`src/rtl/intc_pkg.sv`:
```
// Shared types and constants for the per-CPU interrupt selector.
// Fixed levels for the two special sources sit above any normal 4-bit level.
package intc_pkg;

  localparam logic [4:0] LVL_ERR = 5'd31;
  localparam logic [4:0] LVL_NMI = 5'd16;

  typedef logic [3:0] lvl4_t;

  typedef struct packed {
    logic       req;
    logic [4:0] level;
    logic [7:0] vec;
  } sel_t;

  // Vector numbers wrap modulo 256 by design.
  function automatic logic [7:0] vec_of(input logic [7:0] base, input int unsigned k);
    logic [31:0] kk;
    kk = k;
    return base + kk[7:0];
  endfunction

endpackage

```
`src/rtl/intc_sel_one_if.sv`:
```
// Selector <-> CPU interface link: registered request out, acknowledge strobes back.
// The selector is the master (it raises requests); the CPU interface stage is the slave.
interface intc_sel_one_if #(parameter int N = 32);
  logic         sl_req_o;
  logic [4:0]   sl_level_o;
  logic [7:0]   sl_vec_o;
  logic [N-1:0] cp_intack_i;
  logic         cp_intack_nmi_i;
  logic         cp_intack_err_i;
  logic         cp_intack_all_i;

  modport master (
    output sl_req_o, sl_level_o, sl_vec_o,
    input  cp_intack_i, cp_intack_nmi_i, cp_intack_err_i, cp_intack_all_i
  );

  modport slave (
    input  sl_req_o, sl_level_o, sl_vec_o,
    output cp_intack_i, cp_intack_nmi_i, cp_intack_err_i, cp_intack_all_i
  );
endinterface

```
`src/rtl/intc_prio_tree.sv`:
```
// Combinational log2(N)-deep max-level tree; on equal levels the lower index wins.
module intc_prio_tree
  import intc_pkg::*;
#(
  parameter int N  = 32,
  localparam int LV = (N > 1) ? $clog2(N) : 1,
  localparam int P  = 1 << LV
) (
  input  logic [N-1:0]       elig,
  input  logic [N-1:0][3:0]  lvl,
  output logic               valid,
  output lvl4_t              level,
  output logic [LV-1:0]      index
);

  logic          v [LV+1][P];
  lvl4_t         l [LV+1][P];
  logic [LV-1:0] x [LV+1][P];

  always_comb begin
    for (int s = 0; s <= LV; s++) begin
      for (int i = 0; i < P; i++) begin
        v[s][i] = 1'b0;
        l[s][i] = '0;
        x[s][i] = '0;
      end
    end
    for (int i = 0; i < N; i++) begin
      v[0][i] = elig[i];
      l[0][i] = lvl[i];
      x[0][i] = LV'(i);
    end
    // Left child always holds the lower indices, so it keeps ties.
    for (int s = 0; s < LV; s++) begin
      for (int i = 0; i < (P >> (s + 1)); i++) begin
        if (v[s][2*i+1] && (!v[s][2*i] || (l[s][2*i+1] > l[s][2*i]))) begin
          v[s+1][i] = 1'b1;
          l[s+1][i] = l[s][2*i+1];
          x[s+1][i] = x[s][2*i+1];
        end else begin
          v[s+1][i] = v[s][2*i];
          l[s+1][i] = l[s][2*i];
          x[s+1][i] = x[s][2*i];
        end
      end
    end
  end

  assign valid = v[LV][0];
  assign level = l[LV][0];
  assign index = x[LV][0];

endmodule

```
`src/rtl/intc_sel_one.sv`:
```
// Per-CPU interrupt selector: latches sources into pending flags, arbitrates by level
// (err > NMI > normal) and presents one registered request to the CPU interface.
module intc_sel_one
  import intc_pkg::*;
#(
  parameter int         REG_NUM  = 1,
  parameter logic [7:0] VEC_BASE = 8'h40,
  parameter logic [7:0] NMI_VEC  = 8'h0B,
  parameter logic [7:0] ERR_VEC  = 8'h09,
  localparam int        N        = REG_NUM * 32,
  localparam int        IW       = $clog2(N)
) (
  input  logic                clk,
  input  logic                rst_n,
  input  logic [N-1:0]        irq_i,
  input  logic [N-1:0]        irq_edge_i,
  input  logic [N-1:0]        irq_en_i,
  input  logic [N-1:0][3:0]   irq_lvl_i,
  input  logic                nmi_i,
  input  logic                err_i,
  intc_sel_one_if.master      sl,
  output logic [N-1:0]        pend_o
);

  logic [N-1:0]  irq_q;
  logic [N-1:0]  pend;
  logic          nmi_q;
  logic          nmi_flag;
  logic          err_flag;
  logic [N-1:0]  elig;
  logic          t_valid;
  lvl4_t         t_level;
  logic [IW-1:0] t_idx;
  sel_t          sel;
  sel_t          sl_q;

  // Set terms are OR-ed after the clear so a same-cycle set always survives an ack.
  always_ff @(posedge clk or negedge rst_n) begin
    if (!rst_n) begin
      irq_q    <= '0;
      pend     <= '0;
      nmi_q    <= 1'b0;
      nmi_flag <= 1'b0;
      err_flag <= 1'b0;
    end else begin
      irq_q    <= irq_i;
      pend     <= (irq_edge_i & ((irq_i & ~irq_q) | (pend & ~sl.cp_intack_i)))
                | (~irq_edge_i & irq_i);
      nmi_q    <= nmi_i;
      nmi_flag <= (nmi_i & ~nmi_q) | (nmi_flag & ~sl.cp_intack_nmi_i);
      err_flag <= err_i | (err_flag & ~sl.cp_intack_err_i);
    end
  end

  always_comb begin
    for (int k = 0; k < N; k++) begin
      elig[k] = pend[k] & irq_en_i[k] & (irq_lvl_i[k] != 4'd0);
    end
  end

  intc_prio_tree #(.N(N)) u_prio_tree (
    .elig  (elig),
    .lvl   (irq_lvl_i),
    .valid (t_valid),
    .level (t_level),
    .index (t_idx)
  );

  always_comb begin
    sel = '0;
    if (err_flag) begin
      sel.req   = 1'b1;
      sel.level = LVL_ERR;
      sel.vec   = ERR_VEC;
    end else if (nmi_flag) begin
      sel.req   = 1'b1;
      sel.level = LVL_NMI;
      sel.vec   = NMI_VEC;
    end else if (t_valid) begin
      sel.req   = 1'b1;
      sel.level = {1'b0, t_level};
      sel.vec   = vec_of(VEC_BASE, 32'(t_idx));
    end
  end

  // An ack blanks one cycle so the next selection sees the cleared pending state.
  always_ff @(posedge clk or negedge rst_n) begin
    if (!rst_n) begin
      sl_q <= '0;
    end else if (sl.cp_intack_all_i) begin
      sl_q <= '0;
    end else begin
      sl_q <= sel;
    end
  end

  assign sl.sl_req_o   = sl_q.req;
  assign sl.sl_level_o = sl_q.level;
  assign sl.sl_vec_o   = sl_q.vec;
  assign pend_o        = pend;

endmodule

```
`src/flat_wrapper.sv`:
```
// flat-port wrapper written by rule: the top's interface ports become plain ports
module intc_sel_one_flat import intc_pkg::*;
#(
  parameter int         REG_NUM  = 1,
  parameter logic [7:0] VEC_BASE = 8'h40,
  parameter logic [7:0] NMI_VEC  = 8'h0B,
  parameter logic [7:0] ERR_VEC  = 8'h09,
  localparam int        N        = REG_NUM * 32,
  localparam int        IW       = $clog2(N)
)
  (clk, rst_n, irq_i, irq_edge_i, irq_en_i, irq_lvl_i, nmi_i, err_i, pend_o, sl_sl_req_o, sl_sl_level_o, sl_sl_vec_o, sl_cp_intack_i, sl_cp_intack_nmi_i, sl_cp_intack_err_i, sl_cp_intack_all_i);
  intc_sel_one_if #(.N((32))) sl_i ();
  input  logic clk;
  input  logic rst_n;
  input  logic [N-1:0] irq_i;
  input  logic [N-1:0] irq_edge_i;
  input  logic [N-1:0] irq_en_i;
  input  logic [N-1:0][3:0] irq_lvl_i;
  input  logic nmi_i;
  input  logic err_i;
  output logic [N-1:0] pend_o;
  output wire logic [$bits(sl_i.sl_req_o)-1:0] sl_sl_req_o;
  output wire logic [$bits(sl_i.sl_level_o)-1:0] sl_sl_level_o;
  output wire logic [$bits(sl_i.sl_vec_o)-1:0] sl_sl_vec_o;
  input wire logic [$bits(sl_i.cp_intack_i)-1:0] sl_cp_intack_i;
  input wire logic [$bits(sl_i.cp_intack_nmi_i)-1:0] sl_cp_intack_nmi_i;
  input wire logic [$bits(sl_i.cp_intack_err_i)-1:0] sl_cp_intack_err_i;
  input wire logic [$bits(sl_i.cp_intack_all_i)-1:0] sl_cp_intack_all_i;
  assign sl_sl_req_o = sl_i.sl_req_o;
  assign sl_sl_level_o = sl_i.sl_level_o;
  assign sl_sl_vec_o = sl_i.sl_vec_o;
  assign sl_i.cp_intack_i = sl_cp_intack_i;
  assign sl_i.cp_intack_nmi_i = sl_cp_intack_nmi_i;
  assign sl_i.cp_intack_err_i = sl_cp_intack_err_i;
  assign sl_i.cp_intack_all_i = sl_cp_intack_all_i;
  intc_sel_one #(.REG_NUM(REG_NUM), .VEC_BASE(VEC_BASE), .NMI_VEC(NMI_VEC), .ERR_VEC(ERR_VEC)) u_core (.clk(clk), .rst_n(rst_n), .irq_i(irq_i), .irq_edge_i(irq_edge_i), .irq_en_i(irq_en_i), .irq_lvl_i(irq_lvl_i), .nmi_i(nmi_i), .err_i(err_i), .sl(sl_i), .pend_o(pend_o));
endmodule
```
`config.mk`:
```
export PLATFORM = sky130hd
export DESIGN_NAME = intc_sel_one_flat
export DESIGN_NICKNAME = d
export VERILOG_FILES = /design/src/rtl/intc_pkg.sv /design/src/rtl/intc_sel_one_if.sv /design/src/rtl/intc_prio_tree.sv /design/src/rtl/intc_sel_one.sv /design/src/flat_wrapper.sv
export SDC_FILE = /design/constraint.sdc
export NUM_CORES = 1
export LEC_CHECK = 0
export BUFFER_PORTS_ARGS = -buffer_cell sky130_fd_sc_hd__buf_4
export CORE_ASPECT_RATIO = 1.4
export CORE_MARGIN = 2
export CORE_UTILIZATION = 50
export DETAILED_ROUTE_END_ITERATION = 10
export GPL_TIMING_DRIVEN = 0
export PLACE_DENSITY = 0.91
export SETUP_SLACK_MARGIN = 0.2
export SKIP_CTS_REPAIR_TIMING = 1
export SYNTH_ARGS = -nofsm -noshare
export SYNTH_HDL_FRONTEND = slang
export SYNTH_SLANG_ARGS = --single-unit
```
`constraint.sdc`:
```
create_clock -name clk -period 10.2 [get_ports clk]
set_input_delay 1.53 -clock clk [delete_from_list [all_inputs] [get_ports clk]]
set_output_delay 1.53 -clock clk [all_outputs]
set_load 0.01 [all_outputs]
```
# Word-level counts from Yosys, hierarchy flattened
# Cells that the tools add are included.
# classes
addsub	1
n_lt_le_gt_ge	31
muxes	97
bitwise	81
n_reduce_logical	125
# ops
op	n
$and A32 B32 Y32	4
$reduce_bool A4 Y1	32
$gt A4 B4 Y1	31
$mux W4	31
$not A32 Y32	3
$mux W5	15
$and A1 B1 Y1	67
$or A32 B32 Y32	2
$mux W14	4
$mux W1	47
$logic_and A1 B1 Y1	31
$logic_not A1 Y1	31
$logic_or A1 B1 Y1	31
$add A7 B5 Y8 const A	1
$not A1 Y1	3
$or A1 B1 Y1	2
# word_totals
reg_bits	81
elab_cells	343

# Depth between registers and ports, before layout
# Gate-level depths: netlist of the first run.
# depth
word_depth	27
depth_mapped	43
depth_no_buf	41

# By module
# A second synthesis of the first run with hierarchy kept.
# hier_totals
hier_cells	1230
area_unflattened_um2	9843.2
# by_module_without_submodules
module	n_inst	cells_each	area_each_um2	seq_area_each_um2
intc_prio_tree	1	927	6677.7	0.0
intc_sel_one	1	303	3165.5	1976.9

# Worst setup path after synthesis of the first run
# OpenSTA, ideal clock, no wires.
# synth_timing
path_type	input-to-reg
startpoint	input port irq_lvl_i[34] (netlist name)
endpoint	register u_core.sl_q (netlist bit u_core.sl.sl_level_o[2])
arrival_time_ps	8799
required_time_ps	10110
setup_slack_ps	1310
cell_stages	41
path_cell_list	inv_1 > ha_1 > and3b_1 > a2111oi_0 > o21a_1 > or3_1 > clkbuf_1 > a22oi_1 > ha_1 > and3b_1 > a2111oi_0 > o21ai_1 > and2_1 > clkbuf_1 > a221o_1 > nand2_1 > ha_1 > a21oi_1 > (+5 left out) > ha_1 > inv_1 > a21oi_1 > o21ai_0 > a32oi_1 > or2_1 > buf_2 > buf_2 > a211o_1 > ha_1 > nor2b_1 > o21ai_0 > nand2b_1 > a21oi_1 > o21ai_0 > and2_1 > or3_1 > o221ai_1
# synth_via
elab_chain_cells	26
elab_cells_between_ends	35
cone_classes	5 x order compare; 14 x mux; 1 x bitwise; 15 x reduce/logical
# synth_lines
item	line_no	rtl
from (decl)	flat_wrapper.sv:18	input logic [N-1:0][3:0] irq_lvl_i;
branches (longest 22 deep; another with $gt A4 B4 Y1)	-	
$mux W14 *	intc_sel_one.sv:79	end else if (t_valid) begin
$mux W14 *	intc_sel_one.sv:75	end else if (nmi_flag) begin
$mux W14 *	intc_sel_one.sv:71	if (err_flag) begin
$mux W14 *	intc_sel_one.sv:90	end else if (sl.cp_intack_all_i) begin
to (signal assigned)	intc_sel_one.sv:93	sl_q <= sel;
to (decl)	intc_sel_one.sv:35	sel_t sl_q;
# Mark *: on every way between the ends.

# Final worst setup path of the first run
# layout_timing
startpoint	input port irq_lvl_i[1] (netlist name)
endpoint	register u_core.sl_q (netlist bit u_core.sl.sl_level_o[1])
# layout_via
elab_chain_cells	26
elab_cells_between_ends	36
cone_classes	5 x order compare; 14 x mux; 1 x bitwise; 16 x reduce/logical
# layout_lines
item	line_no
branches (longest 22 deep; another with $gt A4 B4 Y1)	-
$mux W14 *	intc_sel_one.sv:79
$mux W14 *	intc_sel_one.sv:75
$mux W14 *	intc_sel_one.sv:71
$mux W14 *	intc_sel_one.sv:90
# Marked as above.

==> results of run 1 <==
-- layer usage --
layer  vias up  GRT usage (%)  part of all wire [%]
li1       4765              -                     -
met1      4624           28.0                    35
met2       421           54.5                    54
met3       119           4.10                   5.7
met4         0           16.1                   5.0
met5         -              0                     0
-- worst reg2reg max path, delay by kind of cell, from the launching register on --
kind	cells	cell delay, ns
mux	2	0.78
fa+ha+maj	4	1.24
simple gates	13	2.00
flops	1	0.39
compound gates	14	2.88
buf+inv	4	0.64
-- cells by family after synthesis --
group / Yosys count
AO/OA/AOI/OAI: 344
AND/OR/NAND/NOR: 325
buffers and inverters: 159
adder cells (fa/ha/maj): 124
flip-flops: 79
multiplexers: 27
other: 1
-- power by group --
part           switching [W]  leakage [nW]  internal (W)
logic               0.000522          4.83      0.000440
clock network       0.000141         0.138      0.000196
registers          0.0000186         0.938      0.000347
total               0.000681          5.91      0.000983
-- area by class of cell --
class / count / area (um^2)
Inverter: 142 / 533
Clock buffer: 11 / 243
Buffer: 17 / 97.6
Tap cell: 236 / 295
Sequential cell: 79 / 1980
Fill cell: 1418 / 5520
Multi-Input combinational cell: 822 / 6340
Timing Repair Buffer: 311 / 2330
Clock inverter: 5 / 57.6
-- metrics by stage --
step	hold WS, ns	area, um^2	worst slack (ns)	util, %	cells
final	0.425	11900	0.812	68.3	1623
after CTS	0.434	11800	0.612	67.7	1618
after floorplan	0.410	8900	1.31	-	1060
after global routing	0.434	11900	0.223	68.3	1623
after global placement	0.414	11500	0.405	66.0	1602
after detailed placement	0.427	11500	0.276	66.0	1602
-- synth_stat cells, drive strengths merged, types with 11 or more instances --
master,instances,area share [%]
a32o,35,3.9
nor2,46,1.9
nor3,24,1.4
or2,11,0.77
o21ai,43,2.4
a21oi,40,2.3
a22o,13,1.3
a32oi,27,2.7
a211oi,19,1.7
nand2,99,4.2
ha,124,17
inv,142,6.0
mux2i,21,2.4
nor4,27,2.4
a221o,13,1.5
o221ai,14,1.4
a22oi,20,1.7
and2,17,1.2
o22ai,15,1.1
o21a,15,1.3
nand4,30,2.3
nor2b,18,1.3
and3,11,0.77
dfrtp,79,22
-- registers in the layout (all words and copies together), names as in the netlist --
register              flops
u_core.err_flag           1
u_core.irq_q             32
u_core.nmi_flag           1
u_core.nmi_q              1
u_core.pend_o            32
u_core.sl.sl_level_o      5
u_core.sl.sl_req_o        1
u_core.sl.sl_vec_o        6
-- how the worst min path moves through the flow --
stage	endpoint	slack, ns	cells past startpoint
global placement	u_core.nmi_flag	0.41	1
finish	u_core.nmi_flag	0.43	1
CTS	u_core.nmi_flag	0.43	1
global route	u_core.nmi_flag	0.43	1
floorplan	u_core.nmi_flag	0.41	1
detailed placement	u_core.nmi_flag	0.43	1
==> results.txt, run 1 <==
Clk sinks -> 79
Slew Limit Fails -> 0
WP buf/inv -> 7
Main synth FF type -> dfrtp_1
Synth Area in XOR/XNOR -> 0%
Largest net degree at the start of global routing -> 80
Levels on crit path -> 39
Crit start category -> input port
Final period util -> 92.0%
Post-synthesis cell type count -> 83
Worst setup EP type -> register
GR Util All Layers -> 28.3%
Crit Path Class -> input port to register
Die height -> 162 um
Setup slack, reg-to-reg -> 2.15 ns
DR pass1 iterations -> 6
Worst flop-to-flop path endpoint -> u_core.sl.sl_level_o[1]
Crit-path max FO -> 10
Total Negative Setup Slacks -> 0 ns
Die ar. -> 18900 um^2
Syn-to-layout area delta -> 33.6%
Hold Crit Start -> u_core.nmi_q
DRC -> 0
Clk_lat worst skew -> 0.35 ns
F_max -> 107 MHz
Vias in the first global route -> 10100
Slowest cell delay on critical path -> 0.64 ns
Post-synthesis compound-gate area fraction -> 30.3%
Routed Antenna Nets -> 0
Worst path most repeated cell -> ha_1
Mean Syn Cell Area -> 8.40 um^2
Vias -> 9929
Status -> completed
Leakage Power -> 5.91 nW
Detailed Place HPWL -> 23000 um
Most common cell after layout, fill and taps aside -> buf_4
Initial antenna violation count -> 0
Top Family by Delay on Critical Path -> compound AO/OA/AOI/OAI gates
Register bit total from synthesis -> 79
Root buf cell -> clkbuf_16
Post-Synth Simple-Gate Area -> 19.8%
FFs w/ async S/R, synth -> 100%
Proportion of synthesized area in mux cells -> 3.12%
H-tree depth -> 3
Slew @ Worst Pin -> 1.04 ns
Layout cells sized above 1 -> 27.4%
Synth Cell Area -> 8890 um^2
R2R depth -> 37
Register area share after synthesis -> 22.2%
Fin. Hold Viols -> 0
I/O Pins -> 309
Pwr/cell area -> 140 nW/um^2
Initial DRC count -> 542
Final GP Congestion -> 0.963
Worst setup endpoint -> u_core.sl.sl_level_o[1]
EDFF count, synth -> 0
Worst slew margin -> 31.0%
Critical path origin -> irq_lvl_i[1]
Synth warn -> 0
Largest family of logic cells by synthesized area -> compound AO/OA/AOI/OAI gates
Hold crit path type -> register to register
Required @ worst endpoint -> 10.45 ns
Num CTS Buffers -> 9
Grt total ovfl -> 0
Final-stage net count -> 1769
Most frequent cells in the layout -> buf_4 (314), inv_1 (142), ha_1 (124)
Core area -> 17400 um^2
CTS tree -> yes
Wire length per cell -> 17.0 um
Unrepaired setup endpoints after global routing -> no
Worst-path clk slew -> 0.06 ns
Setup Skew -> 0.00519 ns
Setup violators final -> 0
Total of max-cap violations -> 0
Post-Synth Adder-Cell Area -> 17.4%
Port buffer count -> 306
Vias/cell -> 6.12
CTS Buffer Depth -> 2
Slowest stage cell on the critical path -> o311ai_0
Starting Density -> 51.1%
Fin crit period -> 9.39 ns
Critical path arrival -> 9.64 ns
ANT cells -> 0
First-pass GRT wire length -> 43700 um
FF-to-FF Start -> u_core.pend_o[30]
Std cell rows -> 57
Cells after Synth -> 1059
Max VDD drop -> 0.0765 mV
Routed wire length -> 27600 um
Total Power -> 0.00166 W
Die W -> 117 um
(Power assumes the default switching activity.)
==> inputs of run 2 (changes only) <==
Settings changed: CORE_MARGIN 2 to default.
==> results.txt, run 2 (synthesis gave the netlist of run 1 again) <==
Status -> completed
Crit-path max FO -> 10
Gate power share -> 57.2%
Worst-path clk slew -> 0.07 ns
Die W -> 115 um
Crit start category -> input port
Met1 usage -> 28.1%
Fin cells -> 1623
Grt peak-use layer -> met2
GRT met2 Usage -> 56.6%
Dpl cell area -> 11500 um^2
Fin. Hold Viols -> 0
GR Util All Layers -> 29.2%
Fin crit period -> 9.42 ns
Final-stage net count -> 1769
Routed Antenna Nets -> 0
Max VDD drop -> 0.0848 mV
Setup slack, reg-to-reg -> 1.99 ns
Starting Density -> 51.1%
Worst slew margin -> 31.7%
Die height -> 160 um
Critical path arrival -> 9.66 ns
Sw Share -> 40.5%
Final period util -> 92.4%
Total Negative Setup Slacks -> 0 ns
Core area -> 17400 um^2
Total of max-cap violations -> 0
Vias in the first global route -> 10000
Vias/cell -> 6.15
Std cell rows -> 57
Port buffer count -> 306
Worst flop-to-flop path endpoint -> u_core.sl.sl_level_o[1]
Final core utilization -> 68.5%
Layout cells sized above 1 -> 27.6%
Grt total ovfl -> 0
Hold EP -> u_core.nmi_flag
Unrepaired setup endpoints after global routing -> no
Slowest stage cell on the critical path -> a21oi_1
I/O Pins -> 309
Worst path most repeated cell -> ha_1
Hold crit path type -> register to register
Clk sinks -> 79
Pwr/cell area -> 143 nW/um^2
Slowest cell delay on critical path -> 0.49 ns
Wire length per cell -> 16.8 um
Crit Path Class -> input port to register
Required @ worst endpoint -> 10.44 ns
Initial DRC count -> 556
Largest net degree at the start of global routing -> 80
Most frequent cells in the layout -> buf_4 (314), inv_1 (142), ha_1 (124)
Finished Cell Area -> 11900 um^2
Routed wire length -> 27300 um
Sw Pwr -> 0.000691 W
Setup Skew -> 0.0136 ns
ANT cells -> 0
Cell count after placement -> 1602
Worst setup EP type -> register
Die ar. -> 18300 um^2
CTS Buffer Depth -> 2
Clock power share -> 21.3%
First-pass GRT wire length -> 43200 um
Hold Crit Start -> u_core.nmi_q
DR pass1 iterations -> 7
Seq pwr share -> 21.4%
H-tree depth -> 3
Root buf cell -> clkbuf_16
WHS Path Cells -> 1
Met3 Use GR -> 4.63%
Detailed Place HPWL -> 22500 um
Leakage Power -> 5.93 nW
Syn-to-layout area delta -> 34.1%
FF-to-FF Start -> u_core.pend_o[6]
Setup violators final -> 0
Pint -> 0.00101 W
F_max -> 106 MHz
Slew @ Worst Pin -> 1.02 ns
Clk_lat worst skew -> 0.35 ns
Final GP Congestion -> 0.933
Total Power -> 0.00170 W
Slew Limit Fails -> 0
Vias -> 9984
Most common cell after layout, fill and taps aside -> buf_4
Num CTS Buffers -> 9
DRC -> 0
Initial antenna violation count -> 0
CTS tree -> yes
R2R depth -> 36
[run 2: worst max-delay path, delay by kind of cell]
family                     cells  cell delay, ns
AOI/OAI and AO/OA             18            3.94
and+or+nand+nor                7            1.34
adders and majority gates      5            1.33
buffers and inverters          7            0.78
muxes                          2            0.73
[run 2: worst max path at each step]
stage | from | end | slack, ns | depth (start not counted)
global placement | irq_lvl_i[34] | u_core.sl.sl_level_o[2] | 0.41 | 42
floorplan | irq_lvl_i[34] | u_core.sl.sl_level_o[2] | 1.31 | 41
detailed placement | irq_lvl_i[34] | u_core.sl.sl_level_o[1] | 0.22 | 42
CTS | irq_lvl_i[90] | u_core.sl.sl_level_o[1] | 0.57 | 41
finish | irq_lvl_i[26] | u_core.sl.sl_level_o[1] | 0.78 | 39
global route | irq_lvl_i[34] | u_core.sl.sl_level_o[1] | 0.20 | 42
[run 2: metal layers]
metal	part of all wire [%]	routed length, um
met1	36	9720
met2	54	14800
met3	5.5	1490
met4	5.0	1360
met5	0	0
[run 2: area by class of cell]
type,count,area [um^2]
Buffer,17,97.6
Fill cell,1415,5480
Tap cell,236,295
Inverter,142,533
Sequential cell,79,1980
Multi-Input combinational cell,822,6360
Clock buffer,12,246
Timing Repair Buffer,311,2330
Clock inverter,4,77.6
[run 2: through the flow]
stage | setup WS [ns] | hold slack [ns]
6_report | 0.778 | 0.438
3_5_place_dp | 0.218 | 0.428
5_1_grt | 0.196 | 0.459
3_3_place_gp | 0.414 | 0.419
2_1_floorplan | 1.31 | 0.410
4_1_cts | 0.572 | 0.444
[run 2: power by group through the flow]
| stage | clock network [W] | registers (W) | logic, W |
|---|---|---|---|
| CTS | 0.000369 | 0.000365 | 0.000944 |
| global route | 0.000380 | 0.000369 | 0.00109 |
| finish | 0.000363 | 0.000365 | 0.000975 |
| detailed placement | 0 | 0.000371 | 0.000938 |
| floorplan | 0 | 0.000381 | 0.000608 |
| global placement | 0 | 0.000370 | 0.000899 |
==> inputs of run 3 (changes only) <==
Settings changed: CTS_BUF_LIST from default to sky130_fd_sc_hd__clkbuf_4, TNS_END_PERCENT from default to 30.
==> results.txt, run 3 (synthesis gave the netlist of run 1 again) <==
Status -> completed
Port buffer count -> 306
Final GP Congestion -> 0.933
Multi-input logic area -> 6340 um^2
DR WL met2 -> 14800 um
Dpl cell area -> 11500 um^2
Met3 WL post-DR -> 1390 um
Slew @ Worst Pin -> 1.03 ns
Crit-path max FO -> 10
Pwr/cell area -> 133 nW/um^2
Slowest cell delay on critical path -> 0.38 ns
Most frequent cells in the layout -> buf_4 (313), inv_1 (142), ha_1 (124)
Worst slew margin -> 31.6%
Final core utilization -> 67.5%
GR Util All Layers -> 28.9%
FF/Latch Area -> 1980 um^2
Clk_lat worst skew -> 0.47 ns
Routed wire length -> 27100 um
Initial DRC count -> 564
Required @ worst endpoint -> 10.56 ns
Total Negative Setup Slacks -> 0 ns
Die W -> 115 um
Worst-path clk slew -> 0.15 ns
Fin crit period -> 9.39 ns
Setup violators final -> 0
CTS Buffer Depth -> 2
H-tree depth -> 3
Crit Path Class -> input port to register
Fin. Hold Viols -> 0
Largest net degree at the start of global routing -> 80
CTS tree -> yes
Std cell rows -> 57
Setup WS pre-CTS -> 0.218 ns
Num CTS Buffers -> 9
Final WS setup -> 0.806 ns
Final-stage net count -> 1768
Root buf cell -> clkbuf_4
Top layer in use -> met4
F_max -> 106 MHz
Worst setup EP type -> register
Syn-to-layout area delta -> 32.0%
Layout cells sized above 1 -> 27.2%
DR pass1 iterations -> 5
Finished Cell Area -> 11700 um^2
Critical path arrival -> 9.75 ns
I/O Pins -> 309
Clk sinks -> 79
DRC -> 0
Slew Limit Fails -> 0
Unrepaired setup endpoints after global routing -> no
Hold crit path type -> register to register
Worst path most repeated cell -> ha_1
Wire length per cell -> 16.7 um
Slowest stage cell on the critical path -> mux2_2
Total of max-cap violations -> 0
Most common cell after layout, fill and taps aside -> buf_4
Post-Route M1 WL -> 9740 um
Die height -> 160 um
Routed Antenna Nets -> 0
Core area -> 17400 um^2
Setup Skew -> 0.0239 ns
Grt total ovfl -> 0
Layout fillers -> 1444
Starting Density -> 51.1%
Detailed Place HPWL -> 22500 um
Final period util -> 92.1%
Vias in the first global route -> 9949
Leakage Power -> 5.85 nW
Initial antenna violation count -> 1
Vias/cell -> 6.12
Die ar. -> 18300 um^2
Crit start category -> input port
Max VDD drop -> 0.0842 mV
First-pass GRT wire length -> 42800 um
Vias -> 9929
run 3: cell types whose count changed in the layout (fill, tap and decap cells not counted), sizes merged:
| cell | before | now |
|---|---|---|
| clkbuf | 21 | 20 |
| clkinv | 1 | 2 |
| diode | 0 | 1 |
| buf | 319 | 318 |
run 3: final cells by class:
cell class / count / area share (%)
buffer: 17 / 0.821
clock buffer: 11 / 0.704
inverter: 142 / 4.54
timing repair buffer: 310 / 19.8
sequential: 79 / 16.8
tap: 236 / 2.52
multi-input combinational: 822 / 54.0
clock inverter: 5 / 0.693
antenna: 1 / 0.0213
run 3: final timing paths:
check	from	end	slack (ns)	cells after the start
setup / recovery	irq_lvl_i[34]	u_core.sl.sl_level_o[1]	0.81	42
hold / removal	u_core.nmi_q	u_core.nmi_flag	0.46	1
setup reg to reg	u_core.pend_o[6]	u_core.sl.sl_level_o[1]	1.96	36
hold reg to reg	u_core.nmi_q	u_core.nmi_flag	0.46	1
max in group asynchronous	rst_n	u_core.pend_o[13]	8.32	1
min in group asynchronous	rst_n	u_core.pend_o[21]	1.22	1
run 3: power breakdown:
group / internal [W] / leakage (nW) / switching [W] / total [W]
logic: 0.000438 / 4.83 / 0.000527 / 0.000965
registers: 0.000347 / 0.938 / 0.0000180 / 0.000365
clock network: 0.000106 / 0.0891 / 0.000126 / 0.000231
total: 0.000890 / 5.85 / 0.000671 / 0.00156
run 3: layer usage:
| metal | track usage [%] | vias up |
|---|---|---|
| li1 | - | 4763 |
| met1 | 27.9 | 4678 |
| met2 | 56.6 | 392 |
| met3 | 4.29 | 96 |
| met4 | 16.5 | 0 |
| met5 | 0 | - |
run 3: worst max-delay path: cells and delay by family:
family | cells | cell delay [ns]
adder cells (fa/ha/maj) | 5 | 1.43
AND/OR/NAND/NOR | 11 | 1.94
multiplexers | 1 | 0.38
AO/OA/AOI/OAI | 17 | 3.30
buffers and inverters | 8 | 1.15
run 3: stage by stage:
| step | cells | hold slack, ns | power, W |
|---|---|---|---|
| after floorplan | 1060 | 0.410 | 0.000989 |
| after global placement | 1602 | 0.419 | 0.00127 |
| after detailed placement | 1602 | 0.428 | 0.00131 |
| after CTS | 1618 | 0.469 | 0.00154 |
| after global routing | 1623 | 0.474 | 0.00169 |
| final | 1623 | 0.458 | 0.00156 |
